--- config.mk ---
export PLATFORM = sky130hd
export DESIGN_NAME = risc_controller
export DESIGN_NICKNAME = d
export VERILOG_FILES = /design/src/rtl/risc_pkg.sv /design/src/rtl/risc_controller.sv
export SDC_FILE = /design/constraint.sdc
export NUM_CORES = 1
export LEC_CHECK = 0
export CAP_MARGIN = 30
export CORE_AREA = 2 2 39 41
export DETAILED_ROUTE_END_ITERATION = 16
export DIE_AREA = 0 0 41 43
export SYNTH_ARGS = -nofsm -noshare
export SYNTH_HDL_FRONTEND = slang
export SYNTH_SLANG_ARGS = --single-unit
export TNS_END_PERCENT = 1
--- constraint.sdc ---
create_clock -name clk -period 1.7 [get_ports clk]
set_clock_uncertainty 0.2 [all_clocks]
set_input_delay 0.34 -clock clk [delete_from_list [all_inputs] [get_ports clk]]
set_output_delay 0.34 -clock clk [all_outputs]
set_load 0.005 [all_outputs]
--- src/rtl/risc_pkg.sv ---
// Shared definitions for the Simple RISC CPU: opcode encodings (also used by
// the ALU), sequencer phase encodings and default widths.
package risc_pkg;

    localparam int unsigned DEF_OPCODE_W = 3;
    localparam int unsigned DEF_PHASE_W  = 3;

    // Opcode encodings
    localparam logic [DEF_OPCODE_W-1:0] HLT = 3'b000;
    localparam logic [DEF_OPCODE_W-1:0] SKZ = 3'b001;
    localparam logic [DEF_OPCODE_W-1:0] ADD = 3'b010;
    localparam logic [DEF_OPCODE_W-1:0] AND = 3'b011;
    localparam logic [DEF_OPCODE_W-1:0] XOR = 3'b100;
    localparam logic [DEF_OPCODE_W-1:0] LDA = 3'b101;
    localparam logic [DEF_OPCODE_W-1:0] STO = 3'b110;
    localparam logic [DEF_OPCODE_W-1:0] JMP = 3'b111;

    // Sequencer phase encodings
    localparam logic [DEF_PHASE_W-1:0] INST_ADDR  = 3'd0;
    localparam logic [DEF_PHASE_W-1:0] INST_FETCH = 3'd1;
    localparam logic [DEF_PHASE_W-1:0] INST_LOAD  = 3'd2;
    localparam logic [DEF_PHASE_W-1:0] IDLE       = 3'd3;
    localparam logic [DEF_PHASE_W-1:0] OP_ADDR    = 3'd4;
    localparam logic [DEF_PHASE_W-1:0] OP_FETCH   = 3'd5;
    localparam logic [DEF_PHASE_W-1:0] ALU_OP     = 3'd6;
    localparam logic [DEF_PHASE_W-1:0] STORE      = 3'd7;

endpackage

--- src/rtl/risc_controller.sv ---
// Instruction sequencer for the Simple RISC CPU. An 8-phase counter steps each
// instruction through fetch/decode/operand/execute/store; control strobes are
// decoded combinationally from phase, opcode and the ALU zero flag.
//
// Ports:
//   clk      - system clock, rising edge
//   rst      - asynchronous active-high reset
//   en       - phase-advance enable (0 = stall)
//   opcode   - IR opcode
//   is_zero  - ALU/accumulator zero flag (used by SKZ)
//   sel      - address mux select (1 = PC, 0 = IR operand)
//   rd       - memory read enable
//   ld_ir    - IR load strobe
//   inc_pc   - PC increment strobe
//   ld_pc    - PC load strobe
//   ld_ac    - accumulator load strobe
//   wr       - memory write strobe
//   data_e   - ALU drives data bus
//   halt     - CPU halted
//   phase    - current phase
module risc_controller
    import risc_pkg::*;
#(
    parameter int unsigned OPCODE_W = DEF_OPCODE_W,
    parameter int unsigned PHASE_W  = DEF_PHASE_W
) (
    input  logic                clk,
    input  logic                rst,
    input  logic                en,
    input  logic [OPCODE_W-1:0] opcode,
    input  logic                is_zero,
    output logic                sel,
    output logic                rd,
    output logic                ld_ir,
    output logic                inc_pc,
    output logic                ld_pc,
    output logic                ld_ac,
    output logic                wr,
    output logic                data_e,
    output logic                halt,
    output logic [PHASE_W-1:0]  phase
);

    logic halted;
    logic alu_op;

    always_ff @(posedge clk or posedge rst) begin
        if (rst) begin
            phase  <= '0;
            halted <= 1'b0;
        end else if (en && !halted) begin
            phase <= phase + PHASE_W'(1);
            // HLT freezes the counter on phase 5, after the PC has stepped past it
            if (phase == OP_ADDR && opcode == HLT)
                halted <= 1'b1;
        end
    end

    assign alu_op = (opcode == ADD) || (opcode == AND) ||
                    (opcode == XOR) || (opcode == LDA);

    always_comb begin
        sel    = 1'b0;
        rd     = 1'b0;
        ld_ir  = 1'b0;
        inc_pc = 1'b0;
        ld_pc  = 1'b0;
        ld_ac  = 1'b0;
        wr     = 1'b0;
        data_e = 1'b0;
        halt   = 1'b0;
        if (halted) begin
            halt = 1'b1;
        end else begin
            case (phase)
                INST_ADDR: begin
                    sel = 1'b1;
                end
                INST_FETCH: begin
                    sel = 1'b1;
                    rd  = 1'b1;
                end
                INST_LOAD, IDLE: begin
                    sel   = 1'b1;
                    rd    = 1'b1;
                    ld_ir = 1'b1;
                end
                OP_ADDR: begin
                    inc_pc = 1'b1;
                    halt   = (opcode == HLT);
                end
                OP_FETCH: begin
                    rd = alu_op;
                end
                ALU_OP: begin
                    rd     = alu_op;
                    inc_pc = (opcode == SKZ) && is_zero;
                    ld_pc  = (opcode == JMP);
                    data_e = (opcode == STO);
                end
                STORE: begin
                    rd     = alu_op;
                    ld_ac  = alu_op;
                    ld_pc  = (opcode == JMP);
                    wr     = (opcode == STO);
                    data_e = (opcode == STO);
                end
                default: ;
            endcase
        end
        // Stalled: level signals hold, one-shot strobes are suppressed so
        // nothing is repeated on resume.
        if (!en) begin
            ld_ir  = 1'b0;
            inc_pc = 1'b0;
            ld_pc  = 1'b0;
            ld_ac  = 1'b0;
            wr     = 1'b0;
        end
    end

endmodule

==> results of run 1 <==
-- final cells by class --
cell class	count	share of cell area
multi-input cells	34	0.4655
repair buffers	31	0.3130
flip-flops and latches	4	0.1332
clock buffers	4	0.03371
inverters	6	0.02889
well taps	16	0.02568
-- timing repair --
item | in CTS | in global routing
resized for setup | 50 | 13
endpoints found under the setup margin | 12 | 10
hold buffers | 0 | 0
buffers inserted | 4 | 0
pin swaps | 9 | 5
-- kinds of logic (layout without fill, tap and decap cells) --
kind of cell,Yosys count,after routing,share of synthesized area
AOI/OAI and AO/OA,9,9,0.1608
xor gates and xnor gates,2,2,0.04502
adders and majority gates,6,6,0.1929
buffers and inverters,7,41,0.08681
DFF,4,4,0.2572
muxes,1,1,0.03857
and+or+nand+nor,16,16,0.2186
-- registers in the layout (all words and copies together), names as in the netlist --
name,count
halted,1
phase,3
-- cell usage after synthesis, types with 2 or more instances --
cell type and count:
nand2_1 3, ha_1 6, nor2_1 6, o21ai_0 2, dfrtp_1 4, nor4_1 3, a21oi_1 3, inv_1 6
xnor2_1 2
-- placed cells by master (no fill, tap or decap), types with 2 or more instances in the layout --
cell,instances
ha_4,5
inv_1,3
clkdlybuf4s50_1,2
dlygate4sd2_1,6
a21oi_2,3
inv_2,3
nor4_2,2
xnor2_1,2
dfrtp_2,3
nor2_2,2
buf_6,3
nand2_1,3
nor2_1,4
clkbuf_4,3
buf_2,5
clkbuf_2,3
buf_4,10
-- how the worst max path moves through the flow --
stage          endpoint  cells past startpoint            startpoint
2_1_floorplan       sel                      5  phase[1]$_DFFE_PP0P_
3_3_place_gp         rd                      5             opcode[1]
3_5_place_dp         rd                      5             opcode[2]
4_1_cts             sel                      6  phase[0]$_DFFE_PP0P_
5_1_grt              rd                      6  phase[0]$_DFFE_PP0P_
6_report             rd                      6  phase[1]$_DFFE_PP0P_
-- metrics by stage --
stage               hold WS, ns  area (µm²)
finish                  0.07981       779.5
global route             0.1015       779.5
CTS                     0.07649       772.0
detailed placement       0.3317       654.4
global placement         0.3372       654.4
floorplan              -0.09399       397.9
-- per-layer routing --
layer / share of wire / GRT usage / wire length [µm]
met5: 0 / 0 / 0
met4: 0 / 0.08000 / 0
met2: 0.53 / 0.2594 / 608
met1: 0.42 / 0.1558 / 486
met3: 0.050 / 0.03665 / 57
-- power groups by stage --
| stage | Combinational [mW] | Clock [mW] | Sequential (mW) |
|---|---|---|---|
| after global placement | 0.696 | 0 | 0.191 |
| after floorplan | 0.312 | 0 | 0.196 |
| after global routing | 1.01 | 0.146 | 0.228 |
| final | 0.904 | 0.131 | 0.220 |
| after CTS | 0.856 | 0.135 | 0.211 |
| after detailed placement | 0.700 | 0 | 0.193 |
==> results.cfg, run 1 <==
[status]
status = finished, violations left
violations = negative setup slack

[floorplan]
start_util = 0.2812
fp.dieW_um = 41
rows = 14
die_y_um = 43
core_um2 = 1384
io_pins = 19
dieArea_um2 = 1763

[place]
portBuffers = 18
place_inst = 87
gp_congestion = 0.6692
dp_hpwl_um = 782
pre_cts_slack_ns = -0.6626

[pwr]
clock_power_share = 0.104
leakagePower_nw = 0.3641
comb_power_share = 0.720
finalPower_mw = 1.255
p_int_uw = 757.4
power.share.sequential = 0.175
p_per_area_nw_per_um2 = 1610
p_switching_uw = 497.6
p_sw_frac = 0.3965
ir_drop_v = 0.0008173

[logic_synthesis]
yosysUniqueCellTypes = 19
synth_top_area_share = 0.2572
synthCells = 45
synth_top_cell_by_area = dfrtp_1
synth-seq-cells = 4
synth_area_leaders = dfrtp_1 26%, ha_1 19%, inv_1 5.8%
synth-warning-count = 0
ys.flop_type = dfrtp_1
syn_area_per_cell_um2 = 8.647
synth_nets = 58
synth_edf_count = 0
mappedNetlistArea_um2 = 389.1
ys_seq_area_frac = 0.2572
async_flop_share = 1.000

[drt]
wire_per_inst_um = 12.12
vias = 435
first_pass_iters = 2
wl_um = 1151
via_per_inst = 4.579
drt_iter0_markers = 7
drc = 0
ant_nets = 0

[timing]
max_slew_margin = 0.8417
final_max_slew_viol_count = 0
max_freq_mhz = 464.0
tightest_slew_ns = 0.2358
hold_viol = 0
worst_slack_ns = -0.4550
setup_violations = 9
tns_ns = -2.391
finalCriticalPeriod_ns = 2.155
rsz0062_at_grt = yes
period_share = 1.268

[clock_network]
cts.clk_slew.worst_paths_ns = 0.04
cts-buffers-inserted = 3
cts_root_buf = clkbuf_4
clock_path_buffers = 2
clock_sinks = 4
cts_tree = done
h-tree-depth = 1
clk_latency_ns = 0.23

[hold_path]
worstHoldPathType = input port to asynchronous set/reset pin

[cells_and_area]
postLayoutCoreUtil = 0.5633
multi_input_area_um2 = 362.8
fin_cells = 95
n_antenna_cell = 0
seq_area_um2 = 103.9
area_growth_pct = 100.3
nNetsFinal = 93
drive_above_1_share = 0.6076
fillCellCount = 125

[grt]
global_route.overflow_total = 0
grt_pass1_vias = 446
grt_start_max_net_pins = 7
grt_use_total = 0.1511
antenna_found_initial = 0
grt_pass1_wl_um = 1752

[critical_path]
worst-endpoint-arrival_ns = 1.62
worst-setup-path-type = flop to output port
cp_max_fo = 6
start_kind = flop
crit_family = flip-flops
max_stage_delay_ns = 0.44
crit_chain = buf_6 > ha_4 > o21ai_2 > o221a_1 > nor2_1 > dlygate4sd2_1
timing.rr.end = halted$_DFFE_PP0P_
crit_path_end_kind = output port
r2r_cells = 5
crit_slowest_cell = dfrtp_2
r2r_slack_ns = 0.29
r2r_start = phase[1]$_DFFE_PP0P_
crit_required_ns = 1.16
cp_num_buf_inv = 2

[flow_run]
maxCapViolCount = 0
Note: power is estimated with default switching activity, not from simulation.
==> run 2: changes to the inputs <==
==> constraint.sdc (replaced) <==
create_clock -name clk -period 2.3 [get_ports clk]
set_clock_uncertainty 0.2 [all_clocks]
set_input_delay 0.46 -clock clk [delete_from_list [all_inputs] [get_ports clk]]
set_output_delay 0.46 -clock clk [all_outputs]
set_load 0.005 [all_outputs]
==> run 2 against run 1 <==
- the run now ends clean
- critical path depth did not move
- clock power is 37% lower
- total power fell by 40%
==> results.cfg, run 2 (synthesis gave the netlist of run 1 again) <==
[status]
status = completed

[grt]
top_usage_layer = met2
grt_start_max_net_pins = 9
antenna_found_initial = 0
global_route.overflow_total = 0
grt_pass1_wl_um = 1600
grt_use_total = 0.1321
grt_use_met3 = 0.03141
grt_pass1_vias = 417
use_met1 = 0.1531
met2_usage = 0.2063

[cells_and_area]
drive_above_1_share = 0.3684
top_regs = phase x3, halted x1
n_antenna_cell = 0
seq_area_um2 = 101.3
final_common_cell = buf_4
multi_input_area_um2 = 292.8
layout_common_cells = 11 x buf_4, 7 x dlygate4sd2_1, 5 x inv_1, 5 x nor2_1, 5 x clkdlybuf4s50_1
fin_cells = 92
largest_reg_flops = 3
top_register = phase
nNetsFinal = 91
area_growth_pct = 81.35
fillCellCount = 134

[place]
place_inst = 86
gp_congestion = 0.6684
dp_hpwl_um = 744.8
portBuffers = 18

[critical_path]
start_kind = flop
cp_max_fo = 4
worst-setup-path-type = flop to output port
crit_slowest_cell = dfrtp_1
worst-endpoint-arrival_ns = 1.62
crit_chain = buf_4 > ha_1 > or3_1 > a21oi_1 > nor2_1 > clkbuf_2
crit_family = flip-flops
cp_num_buf_inv = 2
crit_path_end_kind = output port
crit_required_ns = 1.64
max_stage_delay_ns = 0.41

[drt]
via_per_inst = 4.620
vias = 425
drt_iter0_markers = 8
ant_nets = 0
first_pass_iters = 4
wire_per_inst_um = 10.87
wl_um = 1000
drc = 0

[timing]
tns_ns = 0
period_share = 0.9904
tightest_slew_ns = 0.2727
hold_viol = 0
final_max_slew_viol_count = 0
finalCriticalPeriod_ns = 2.278
rsz0062_at_grt = yes
max_slew_margin = 0.8182
max_freq_mhz = 439.0
setup_violations = 0

[floorplan]
io_pins = 19
rows = 14
start_util = 0.2812
fp.dieW_um = 41
dieArea_um2 = 1763
die_y_um = 43
core_um2 = 1384

[clock_network]
cts-buffers-inserted = 3
cts_root_buf = clkbuf_4
clock_sinks = 4
clk_latency_ns = 0.23
h-tree-depth = 1
clock_path_buffers = 2
cts.clk_slew.worst_paths_ns = 0.04
cts_tree = done
cts_hold_buf = 0

[hold_path]
worstHoldPathType = input port to asynchronous set/reset pin

[pwr]
leakagePower_nw = 0.3890
ir_drop_v = 0.0005274
finalPower_uw = 755.8
p_per_area_nw_per_um2 = 1071

[flow_run]
maxCapViolCount = 0
run 2: cell types whose count changed in the layout (fill, tap and decap cells not counted), sizes merged:
| cell | before | now |
|---|---|---|
| buf | 18 | 11 |
| clkdlybuf4s50 | 2 | 5 |
| dlymetal6s2s | 1 | 3 |
| clkbuf | 7 | 6 |
| clkdlybuf4s15 | 1 | 0 |
| dlygate4sd2 | 6 | 7 |
run 2: report_power, final:
part	internal, mW	switching, mW	leakage [nW]
combinational	0.314	0.217	0.327
sequential	0.101	0.0413	0.0485
clock	0.0581	0.0247	0.0138
total	0.473	0.283	0.389
run 2: worst paths after layout:
kind	depth (start not counted)	from	end	slack [ns]
max	6	phase[0]$_DFFE_PP0P_	sel	0.02
min	2	rst	phase[1]$_DFFE_PP0P_	0.21
max reg2reg	5	phase[0]$_DFFE_PP0P_	halted$_DFFE_PP0P_	0.84
min reg2reg	2	phase[2]$_DFFE_PP0P_	phase[2]$_DFFE_PP0P_	0.39
max in group asynchronous	2	rst	phase[2]$_DFFE_PP0P_	1.53
min in group clk	2	phase[2]$_DFFE_PP0P_	phase[2]$_DFFE_PP0P_	0.39
run 2: final cells by class:
cell class | count | share of cell area
inverters | 6 | 0.03191
clock buffers | 3 | 0.03191
repair buffers | 29 | 0.3493
well taps | 16 | 0.02837
flip-flops and latches | 4 | 0.1436
multi-input cells | 34 | 0.4149
run 2: metal layers:
metal  up-vias  part of all wire  routed length, µm
li1        219                 -                  -
met1       188              0.41                414
met2        18              0.51                506
met3         0             0.078                 78
met4         0                 0                  0
met5         -                 0                  0
run 2: repair_timing:
item | 4_1_cts | 5_1_grt
endpoints found under the setup margin | 9 | 8
pin swaps | 2 | 4
endpoints found under the hold margin | 0 | 0
buffers inserted | 3 | 0
gates resized for setup | 18 | 11
cloned | 0 | 0
run 2: through the flow:
step | hold WS, ns | area (µm²) | worst slack [ns] | util
5_1_grt | 0.2324 | 705.7 | -0.07165 | 0.5099
2_1_floorplan | 0.02608 | 389.1 | 0.3612 | -
6_report | 0.2112 | 705.7 | 0.02211 | 0.5099
3_3_place_gp | 0.4175 | 638.1 | -0.3265 | 0.4611
4_1_cts | 0.2065 | 696.9 | -0.1516 | 0.5036
3_5_place_dp | 0.4310 | 638.1 | -0.3205 | 0.4611
